<file path="config.mk">
export PLATFORM = sky130hd
export DESIGN_NAME = network_mul_arb
export DESIGN_NICKNAME = d
export VERILOG_FILES = /design/src/rtl/network_mul_arb_pkg.sv /design/src/rtl/network_mul_mul_14s_16s_30_1_1.sv /design/src/rtl/network_mul_rr_arb.sv /design/src/rtl/network_mul_arb.sv
export SDC_FILE = /design/constraint.sdc
export NUM_CORES = 1
export LEC_CHECK = 0
export CAP_MARGIN = 20
export CORE_MARGIN = 5
export CORE_UTILIZATION = 65
export DETAILED_ROUTE_END_ITERATION = 7
export DONT_BUFFER_PORTS = 1
export GPL_ROUTABILITY_DRIVEN = 0
export PLACE_DENSITY = 0.81
export SYNTH_ARGS = -nofsm -noshare
export SYNTH_HDL_FRONTEND = slang
export SYNTH_HIERARCHICAL = 1
export SYNTH_SLANG_ARGS = --single-unit
</file>
<file path="constraint.sdc">
create_clock -name ap_clk -period 13.2 [get_ports ap_clk]
set_input_delay 3.96 -clock ap_clk [delete_from_list [all_inputs] [get_ports ap_clk]]
set_output_delay 3.96 -clock ap_clk [all_outputs]
set_load 0.02 [all_outputs]
</file>
<file path="src/rtl/network_mul_arb_pkg.sv">
// Shared widths, requester limit and round-robin pointer helper for network_mul_arb.
package network_mul_arb_pkg;

  localparam int DIN0_WIDTH = 14;
  localparam int DIN1_WIDTH = 16;
  localparam int DOUT_WIDTH = 30;
  localparam int MAX_REQ    = 8;

  function automatic int next_rr(input int ptr, input int n);
    return (ptr + 1 >= n) ? 0 : ptr + 1;
  endfunction

endpackage

</file>
<file path="src/rtl/network_mul_mul_14s_16s_30_1_1.sv">
// Signed full-precision multiplier, purely combinational (registers live in the caller).
module network_mul_mul_14s_16s_30_1_1 #(
  parameter int DIN0_WIDTH = 14,
  parameter int DIN1_WIDTH = 16,
  parameter int DOUT_WIDTH = 30
) (
  input  logic [DIN0_WIDTH-1:0] din0,
  input  logic [DIN1_WIDTH-1:0] din1,
  output logic [DOUT_WIDTH-1:0] dout
);

  logic signed [DOUT_WIDTH-1:0] a_ext;
  logic signed [DOUT_WIDTH-1:0] b_ext;

  // The product fits exactly in DOUT_WIDTH, so the truncated wide multiply is exact.
  assign a_ext = {{(DOUT_WIDTH-DIN0_WIDTH){din0[DIN0_WIDTH-1]}}, din0};
  assign b_ext = {{(DOUT_WIDTH-DIN1_WIDTH){din1[DIN1_WIDTH-1]}}, din1};
  assign dout  = a_ext * b_ext;

endmodule

</file>
<file path="src/rtl/network_mul_rr_arb.sv">
// Combinational round-robin pick starting at rr_ptr; no grant when en=0.
// NETWORK_MUL_ARB_PRIO0_EN: requester 0 wins outright and flags prio_hit so the pointer holds.
module network_mul_rr_arb
  import network_mul_arb_pkg::*;
#(
  parameter int NUM_REQ  = 4,
  parameter int ID_WIDTH = $clog2(NUM_REQ)
) (
  input  logic [NUM_REQ-1:0]  req,
  input  logic [ID_WIDTH-1:0] rr_ptr,
  input  logic                en,
  output logic [NUM_REQ-1:0]  gnt,
  output logic [ID_WIDTH-1:0] gnt_idx,
  output logic                prio_hit
);

  localparam int N = (NUM_REQ < MAX_REQ) ? NUM_REQ : MAX_REQ;

  logic found;
  int   idx;

  always_comb begin
    gnt      = '0;
    gnt_idx  = '0;
    prio_hit = 1'b0;
    found    = 1'b0;
    idx      = 0;
    if (en) begin
`ifdef NETWORK_MUL_ARB_PRIO0_EN
      if (req[0]) begin
        gnt[0]   = 1'b1;
        prio_hit = 1'b1;
        found    = 1'b1;
      end
`endif
      for (int k = 0; k < N; k++) begin
        idx = (int'(rr_ptr) + k) % N;
        if (!found && req[idx]) begin
          found    = 1'b1;
          gnt[idx] = 1'b1;
          gnt_idx  = ID_WIDTH'(idx);
        end
      end
    end
  end

endmodule

</file>
<file path="src/rtl/network_mul_arb.sv">
// Round-robin shared 14x16 signed multiplier; 2-cycle accept-to-result latency.
// A held result (rsp_valid && !rsp_ready) freezes both stages and withholds grants.
// NETWORK_MUL_ARB_PRIO0_EN gives requester 0 strict priority (see network_mul_rr_arb).
module network_mul_arb
  import network_mul_arb_pkg::*;
#(
  parameter int NUM_REQ    = 4,
  parameter int DIN0_WIDTH = network_mul_arb_pkg::DIN0_WIDTH,
  parameter int DIN1_WIDTH = network_mul_arb_pkg::DIN1_WIDTH,
  parameter int DOUT_WIDTH = network_mul_arb_pkg::DOUT_WIDTH,
  parameter int ID_WIDTH   = $clog2(NUM_REQ)
) (
  input  logic                          ap_clk,
  input  logic                          ap_rst,
  input  logic [NUM_REQ-1:0]            req_valid,
  output logic [NUM_REQ-1:0]            req_ready,
  input  logic [NUM_REQ*DIN0_WIDTH-1:0] req_din0,
  input  logic [NUM_REQ*DIN1_WIDTH-1:0] req_din1,
  output logic                          rsp_valid,
  input  logic                          rsp_ready,
  output logic [ID_WIDTH-1:0]           rsp_id,
  output logic [DOUT_WIDTH-1:0]         rsp_dout
);

  logic [ID_WIDTH-1:0]   rr_ptr_q, rr_ptr_d;
  logic                  s1_vld_q, s1_vld_d;
  logic [DIN0_WIDTH-1:0] s1_din0_q, s1_din0_d;
  logic [DIN1_WIDTH-1:0] s1_din1_q, s1_din1_d;
  logic [ID_WIDTH-1:0]   s1_id_q, s1_id_d;
  logic                  s2_vld_q, s2_vld_d;
  logic [DOUT_WIDTH-1:0] s2_dout_q, s2_dout_d;
  logic [ID_WIDTH-1:0]   s2_id_q, s2_id_d;

  logic                  adv;
  logic                  accept;
  logic [NUM_REQ-1:0]    gnt;
  logic [ID_WIDTH-1:0]   gnt_idx;
  logic                  prio_hit;
  logic [DIN0_WIDTH-1:0] din0_sel;
  logic [DIN1_WIDTH-1:0] din1_sel;
  logic [DOUT_WIDTH-1:0] prod;

  assign adv    = !(s2_vld_q && !rsp_ready);
  assign accept = |gnt;

  // Gating with reset keeps req_ready low while reset is asserted.
  network_mul_rr_arb #(
    .NUM_REQ  (NUM_REQ),
    .ID_WIDTH (ID_WIDTH)
  ) u_arb (
    .req      (req_valid),
    .rr_ptr   (rr_ptr_q),
    .en       (adv && !ap_rst),
    .gnt      (gnt),
    .gnt_idx  (gnt_idx),
    .prio_hit (prio_hit)
  );

  always_comb begin
    din0_sel = '0;
    din1_sel = '0;
    for (int i = 0; i < NUM_REQ; i++) begin
      if (gnt[i]) begin
        din0_sel = req_din0[i*DIN0_WIDTH +: DIN0_WIDTH];
        din1_sel = req_din1[i*DIN1_WIDTH +: DIN1_WIDTH];
      end
    end
  end

  network_mul_mul_14s_16s_30_1_1 #(
    .DIN0_WIDTH (DIN0_WIDTH),
    .DIN1_WIDTH (DIN1_WIDTH),
    .DOUT_WIDTH (DOUT_WIDTH)
  ) u_mul (
    .din0 (s1_din0_q),
    .din1 (s1_din1_q),
    .dout (prod)
  );

  always_comb begin
    rr_ptr_d  = rr_ptr_q;
    s1_vld_d  = s1_vld_q;
    s1_din0_d = s1_din0_q;
    s1_din1_d = s1_din1_q;
    s1_id_d   = s1_id_q;
    s2_vld_d  = s2_vld_q;
    s2_dout_d = s2_dout_q;
    s2_id_d   = s2_id_q;
    if (adv) begin
      s1_vld_d = accept;
      if (accept) begin
        s1_din0_d = din0_sel;
        s1_din1_d = din1_sel;
        s1_id_d   = gnt_idx;
        if (!prio_hit) begin
          rr_ptr_d = ID_WIDTH'(next_rr(int'(gnt_idx), NUM_REQ));
        end
      end
      s2_vld_d = s1_vld_q;
      if (s1_vld_q) begin
        s2_dout_d = prod;
        s2_id_d   = s1_id_q;
      end
    end
  end

  always_ff @(posedge ap_clk or posedge ap_rst) begin
    if (ap_rst) begin
      rr_ptr_q  <= '0;
      s1_vld_q  <= 1'b0;
      s1_din0_q <= '0;
      s1_din1_q <= '0;
      s1_id_q   <= '0;
      s2_vld_q  <= 1'b0;
      s2_dout_q <= '0;
      s2_id_q   <= '0;
    end else begin
      rr_ptr_q  <= rr_ptr_d;
      s1_vld_q  <= s1_vld_d;
      s1_din0_q <= s1_din0_d;
      s1_din1_q <= s1_din1_d;
      s1_id_q   <= s1_id_d;
      s2_vld_q  <= s2_vld_d;
      s2_dout_q <= s2_dout_d;
      s2_id_q   <= s2_id_d;
    end
  end

  assign req_ready = gnt;
  assign rsp_valid = s2_vld_q;
  assign rsp_id    = s2_id_q;
  assign rsp_dout  = s2_dout_q;

endmodule

</file>
==> out/qor.csv, run 1 <==
stage,metric,value,unit
setup_path,worstPathRequired,9240,ps
synth,ys.flop_type,dfrtp_1,
grt,antenna_found_initial,0,
route,drc,0,
synth,synth_enable_flop_cells,0,
die,die_h,148,um
sta,tightestPinTransition,964,ps
synth,syn_area_per_cell,9.53,um^2
clock_network,cts_hold_buffers,0,
die,core_area,18700,um^2
sta,skew,13.6,ps
synth,synthTopCellsByArea,"fa_1, dfrtp_1, ha_1, inv_1, and2_1",
synth,ys_seq_elements,68,
synth,synth_most_common_cell,inv_1,
route,detail-route-antenna-nets,0,
sta,tns,0,ps
route,vias,9344,
synth,yosys_warnings,6,
clock_network,tritoncts,done,
synth,synth_top_family_by_area,adder cells,
synth,yosys.area.top_type_share,35.4,%
route,drt_pass1_iterations,5,
die,die-width,148,um
route,vias_per_cell,6.30,
die,rows,50,
clock_network,cts_setup_buffers,0,
sta,finalMaxSlewViolations,0,
setup_path,crit_type,in -> out,
grt,grt_usage,29.6,%
route,drt-total-wl,31100,um
clock_network,h-tree-depth,3,
clock_network,clockBufferDepth,2,
synth,synth-compound-area-share,12.6,%
job,drv_cap,0,
run_status,outcome,finished clean,
setup_path,startpoint_type,input port,
sta,hold_viol,0,
placement,hpwl,24600,um
die,io_pins,164,
die,initial_core_util,66.2,%
grt,grt_pass1_vias,10000,
sta,rsz0062_at_grt,false,
grt,grt_pass1_wl,51300,um
sta,period_share,72.4,%
synth,synthSimpleGateAreaFrac,13.1,%
synth,synth_cell_types,69,
sta,timing.fmax,105,MHz
clock_network,numClockSinks,68,
setup_path,endpoint_kind,output port,
synth,yosys.area_share.xor_xnor,2.26,%
worst_hold_path,hold_path_class,reg -> reg,
synth,yosysTopAreaCell,fa_1,
clock_network,post_cts_resized,0,
die,die_area,21900,um^2
synth,synth_common_cells,"inv_1, fa_1, and2_1",
cells_and_area,num-nets-final,1671,
synth,async_reset_ff_share,100,%
placement,portBuffers,0,
clock_network,clockRootBuffer,clkbuf_16,
synth,seq_area_frac_synth,13.8,%
route,drt_iter0_drc,649,
synth,synth_fa_ha_area_share,43.5,%
sta,period_needed,9560,ps
clock_network,path_clk_slew,60,ps
route,wl_per_cell,21.0,um
setup_path,critical_path.max_fanout,36,
cells_and_area,antenna_cells,0,
cells_and_area,drive_gt1_share,6.48,%
sta,finalSetupViolCount,0,
sta,maxSlewHeadroom,35.7,%
clock_network,cts-buffers-inserted,9,
clock_network,insertion_delay,350,ps
synth,syn-num-nets,1724,
grt,grt_start_max_net_pins,69,
synth,syn_inst,1298,
synth,synthMuxAreaShare,4.54,%
grt,gr-total-overflow,0,
synth,syn-cell-area,12400,um^2
cells_and_area,syn2layout_area_growth,2.77,%
setup_path,crit_arrival,5600,ps
-- worst paths after layout --
path | from | endpoint | slack (ps) | depth (start not counted)
worst max-delay path | rsp_ready | req_ready[0] | 3640 | 5
worst min-delay path | s1_id_q[1] | s1_id_q[1] | 510 | 1
worst max register to register | s1_din0_q[2] | rsp_dout[26] | 6480 | 17
worst min register to register | s1_id_q[1] | s1_id_q[1] | 510 | 1
max in group asynchronous | ap_rst | s1_din1_q[10] | 8850 | 2
min in group asynchronous | ap_rst | rsp_dout[22] | 3780 | 2
-- worst max-delay path, cell delays in order --
cell,delay (ps)
nor2b_2,20
buf_4,220
nor2_1,500
o21ai_0,190
o22ai_1,700
-- cells in the final DEF (no fill, tap or decap), types with 3 or more instances in the layout --
master and instances:
o21ai_1 9, a221oi_1 35, inv_1 244, buf_4 4, nor3_1 11, fa_1 219, o22ai_1 36, xnor2_1 23
o21ai_0 41, nand2b_1 13, a21oi_1 24, a211oi_1 4, or2_2 3, clkinv_4 3, a31oi_1 3, and2_1 121
a21o_1 7, dfrtp_1 68, nor2_1 26, mux2_2 37, ha_1 80, nand3_1 3, clkbuf_16 9, mux2i_1 7
a31o_1 5, nand3b_1 3, nand2_1 107, o31ai_1 30, xor2_1 9, nor2b_1 4, o21bai_1 5
-- cells by family after synthesis --
| logic type | Yosys count |
|---|---|
| flops | 68 |
| compound gates | 222 |
| buf+inv | 317 |
| xor+xnor | 32 |
| simple gates | 310 |
| other cells | 1 |
| mux | 49 |
| fa+ha+maj | 299 |
-- cell type report --
| class | count | area [um^2] |
|---|---|---|
| multi-input combinational | 913 | 9430 |
| fill | 1424 | 5990 |
| sequential | 68 | 1700 |
| inverter | 246 | 923 |
| tap | 234 | 293 |
| clock buffer | 9 | 225 |
| timing repair buffer | 7 | 83.8 |
| clock inverter | 7 | 61.3 |
-- state kept, by name, indices dropped and copies added (netlist names) --
signal and flops:
rsp_dout 30, rr_ptr_q 2, rsp_id 2, rsp_valid 1, s1_din1_q 16, s1_din0_q 14, s1_vld_q 1, s1_id_q 2
-- per-layer routing --
layer	share of wire, %	up-vias	GRT usage [%]
li1	-	4077	-
met1	38	4718	36.9
met3	7.6	88	5.89
met4	4.2	0	12.8
met5	0	-	0
met2	50	461	50.4
-- stage by stage --
stage	setup slack [ps]	instance area (um^2)	hold slack [ps]	std cells	util [%]
2_1_floorplan	3740	12400	461	1298	-
3_3_place_gp	3810	12400	485	1465	66.2
3_5_place_dp	3720	12400	497	1465	66.2
4_1_cts	3710	12700	508	1481	67.7
5_1_grt	3460	12700	516	1484	68.0
6_report	3640	12700	507	1484	68.0
Power of run 1 is not shown: default switching activity piles up to over one toggle a cycle in this logic, so the estimate is an artifact.
==> run 2, diff against run 1 <==
==> constraint.sdc (replaced) <==
create_clock -name ap_clk -period 8.9 [get_ports ap_clk]
set_input_delay 2.67 -clock ap_clk [delete_from_list [all_inputs] [get_ports ap_clk]]
set_output_delay 2.67 -clock ap_clk [all_outputs]
set_load 0.02 [all_outputs]
==> out/qor.csv, run 2 (synthesized netlist as in run 1, its figures left out) <==
stage,metric,value,unit,change
run_status,outcome,finished clean,,unchanged
setup_path,rr_startpoint,s1_din0_q[3],,was s1_din0_q[2]
worst_hold_path,hold_end,rsp_valid,,was s1_id_q[1]
setup_path,startpoint_type,input port,,unchanged
sta,rsz0062_at_grt,false,,unchanged
placement,dpl_worst_slack,2010,ps,was 3720 ps
sta,tightestPinTransition,978,ps,was 964 ps
job,drv_cap,0,,unchanged
route,drc,0,,unchanged
sta,finalMaxSlewViolations,0,,unchanged
sta,hold_viol,0,,unchanged
cells_and_area,syn2layout_area_growth,2.90,%,was 2.77%
placement,portBuffers,0,,unchanged
setup_path,cp_top_family,compound AO/OA/AOI/OAI gates,,unchanged
sta,timing.fmax,144,MHz,
setup_path,worst_path_largest_cell_delay,650,ps,was 700 ps
clock_network,h-tree-depth,3,,unchanged
sta,hold_ws,512,ps,was 507 ps
setup_path,crit_arrival,4270,ps,was 5600 ps
worst_hold_path,holdPathStages,1,,unchanged
cells_and_area,final_common_cell,inv_1,,unchanged
clock_network,tritoncts,done,,unchanged
grt,grt_pass1_vias,10100,,"was 10,000"
worst_hold_path,hold_path_class,reg -> reg,,unchanged
clock_network,cts_hold_buffers,0,,unchanged
setup_path,endpoint_kind,output port,,unchanged
grt,gr-total-overflow,0,,unchanged
grt,grt_pass1_wl,51900,um,"was 51,300 um"
clock_network,numClockSinks,68,,unchanged
setup_path,worst_r2r_path_depth,19,,was 17
route,wl_per_cell,21.5,um,was 21.0 um
grt,grt_start_max_net_pins,69,,unchanged
die,die_h,148,um,unchanged
route,drt_iter0_drc,662,,was 649
cells_and_area,largest_register_ffs,30,,unchanged
route,detail-route-antenna-nets,0,,unchanged
die,die-width,148,um,unchanged
sta,skew,12.9,ps,was 13.6 ps
sta,period_share,77.9,%,
setup_path,startpoint,rsp_ready,,unchanged
cells_and_area,antenna_cells,0,,unchanged
cells_and_area,drive_gt1_share,6.48,%,unchanged
cells_and_area,fin_cells,1484,,unchanged
sta,setup_slack,1960,ps,was 3640 ps
cells_and_area,num-nets-final,1671,,unchanged
setup_path,crit_chain,"nor2b_2, buf_4, nor2_1, o21ai_0, o22ai_1",,unchanged
sta,tns,0,ps,unchanged
clock_network,post_cts_resized,0,,unchanged
route,vias_per_cell,6.33,,was 6.30
grt,grt_usage,30.0,%,was 29.6%
sta,maxSlewHeadroom,34.8,%,was 35.7%
setup_path,worstPathRequired,6230,ps,was 9240 ps
clock_network,path_clk_slew,60,ps,about the same
setup_path,critical_path.max_fanout,36,,unchanged
clock_network,cts_setup_buffers,0,,unchanged
cells_and_area,final_cell_mix,"inv_1, fa_1, and2_1",,unchanged
grt,antenna_found_initial,3,,was 0
setup_path,slowest_stage,o22ai_1,,unchanged
clock_network,insertion_delay,350,ps,about the same
sta,finalSetupViolCount,0,,unchanged
setup_path,crit_buf_inv,1,,unchanged
setup_path,reg2reg_slack,2370,ps,was 6480 ps
route,drt-total-wl,31800,um,"was 31,100 um"
die,die_area,21900,um^2,unchanged
clock_network,cts-buffers-inserted,9,,unchanged
route,drt_pass1_iterations,7,,was 5
setup_path,crit_type,in -> out,,unchanged
die,io_pins,164,,unchanged
setup_path,r2r-end,rsp_dout[26],,unchanged
die,rows,50,,unchanged
clock_network,clockBufferDepth,2,,unchanged
die,initial_core_util,66.2,%,unchanged
clock_network,clockRootBuffer,clkbuf_16,,unchanged
route,vias,9397,,"was 9,344"
die,core_area,18700,um^2,unchanged
placement,hpwl,24900,um,"was 24,600 um"
placement,placedCellCount,1465,,unchanged
worst_hold_path,hold_start,s1_vld_q,,was s1_id_q[1]
sta,period_needed,6940,ps,
==> run 2: changes by cell type in the layout (fill, tap and decap cells not counted) <==
cell,previous run,this run
bufinv_16,0,1
buf_6,1,0
clkbuf_8,0,2
clkinv_4,3,0
inv_8,1,0
buf_16,1,0
buf_8,1,3
clkinv_2,0,1
==> run 2: cell type report <==
cell class                      count  area, um^2
Multi-Input combinational cell    913        9430
Fill cell                        1416        5970
Sequential cell                    68        1700
Inverter                          246         923
Tap cell                          234         293
Clock buffer                       11         253
Timing Repair Buffer                7        75.1
Clock inverter                      5        58.8
==> run 2: stage by stage <==
stage	util, %	area, um^2
6_report	68.1	12700
5_1_grt	68.1	12700
3_5_place_dp	66.2	12400
4_1_cts	67.8	12700
3_3_place_gp	66.2	12400
2_1_floorplan	-	12400
==> run 2: how the worst max path moves through the flow <==
stage                   end  slack (ps)  depth (start not counted)
2_1_floorplan  req_ready[1]        2020                          5
4_1_cts        req_ready[3]        2010                          5
6_report       req_ready[3]        1960                          5
3_3_place_gp   req_ready[3]        2100                          4
3_5_place_dp   req_ready[3]        2010                          5
5_1_grt        req_ready[3]        1790                          5
==> run 2: worst register-to-register path, delay by kind of cell (launching register included) <==
kind	cells	cell delay (ps)
buffers and inverters	4	210
AND/OR/NAND/NOR	1	300
multiplexers	1	260
AO/OA/AOI/OAI	6	1890
flip-flops	1	600
adder cells (fa/ha/maj)	7	3180
==> run 2: metal layers <==
layer | vias to the layer above | wire length, um | global-route usage [%]
li1 | 4066 | - | -
met1 | 4739 | 12100 | 38.5
met2 | 494 | 15800 | 51.4
met3 | 92 | 2700 | 5.18
met4 | 6 | 1250 | 11.2
met5 | - | 47 | 0
Power of run 2 is left out for the same reason.
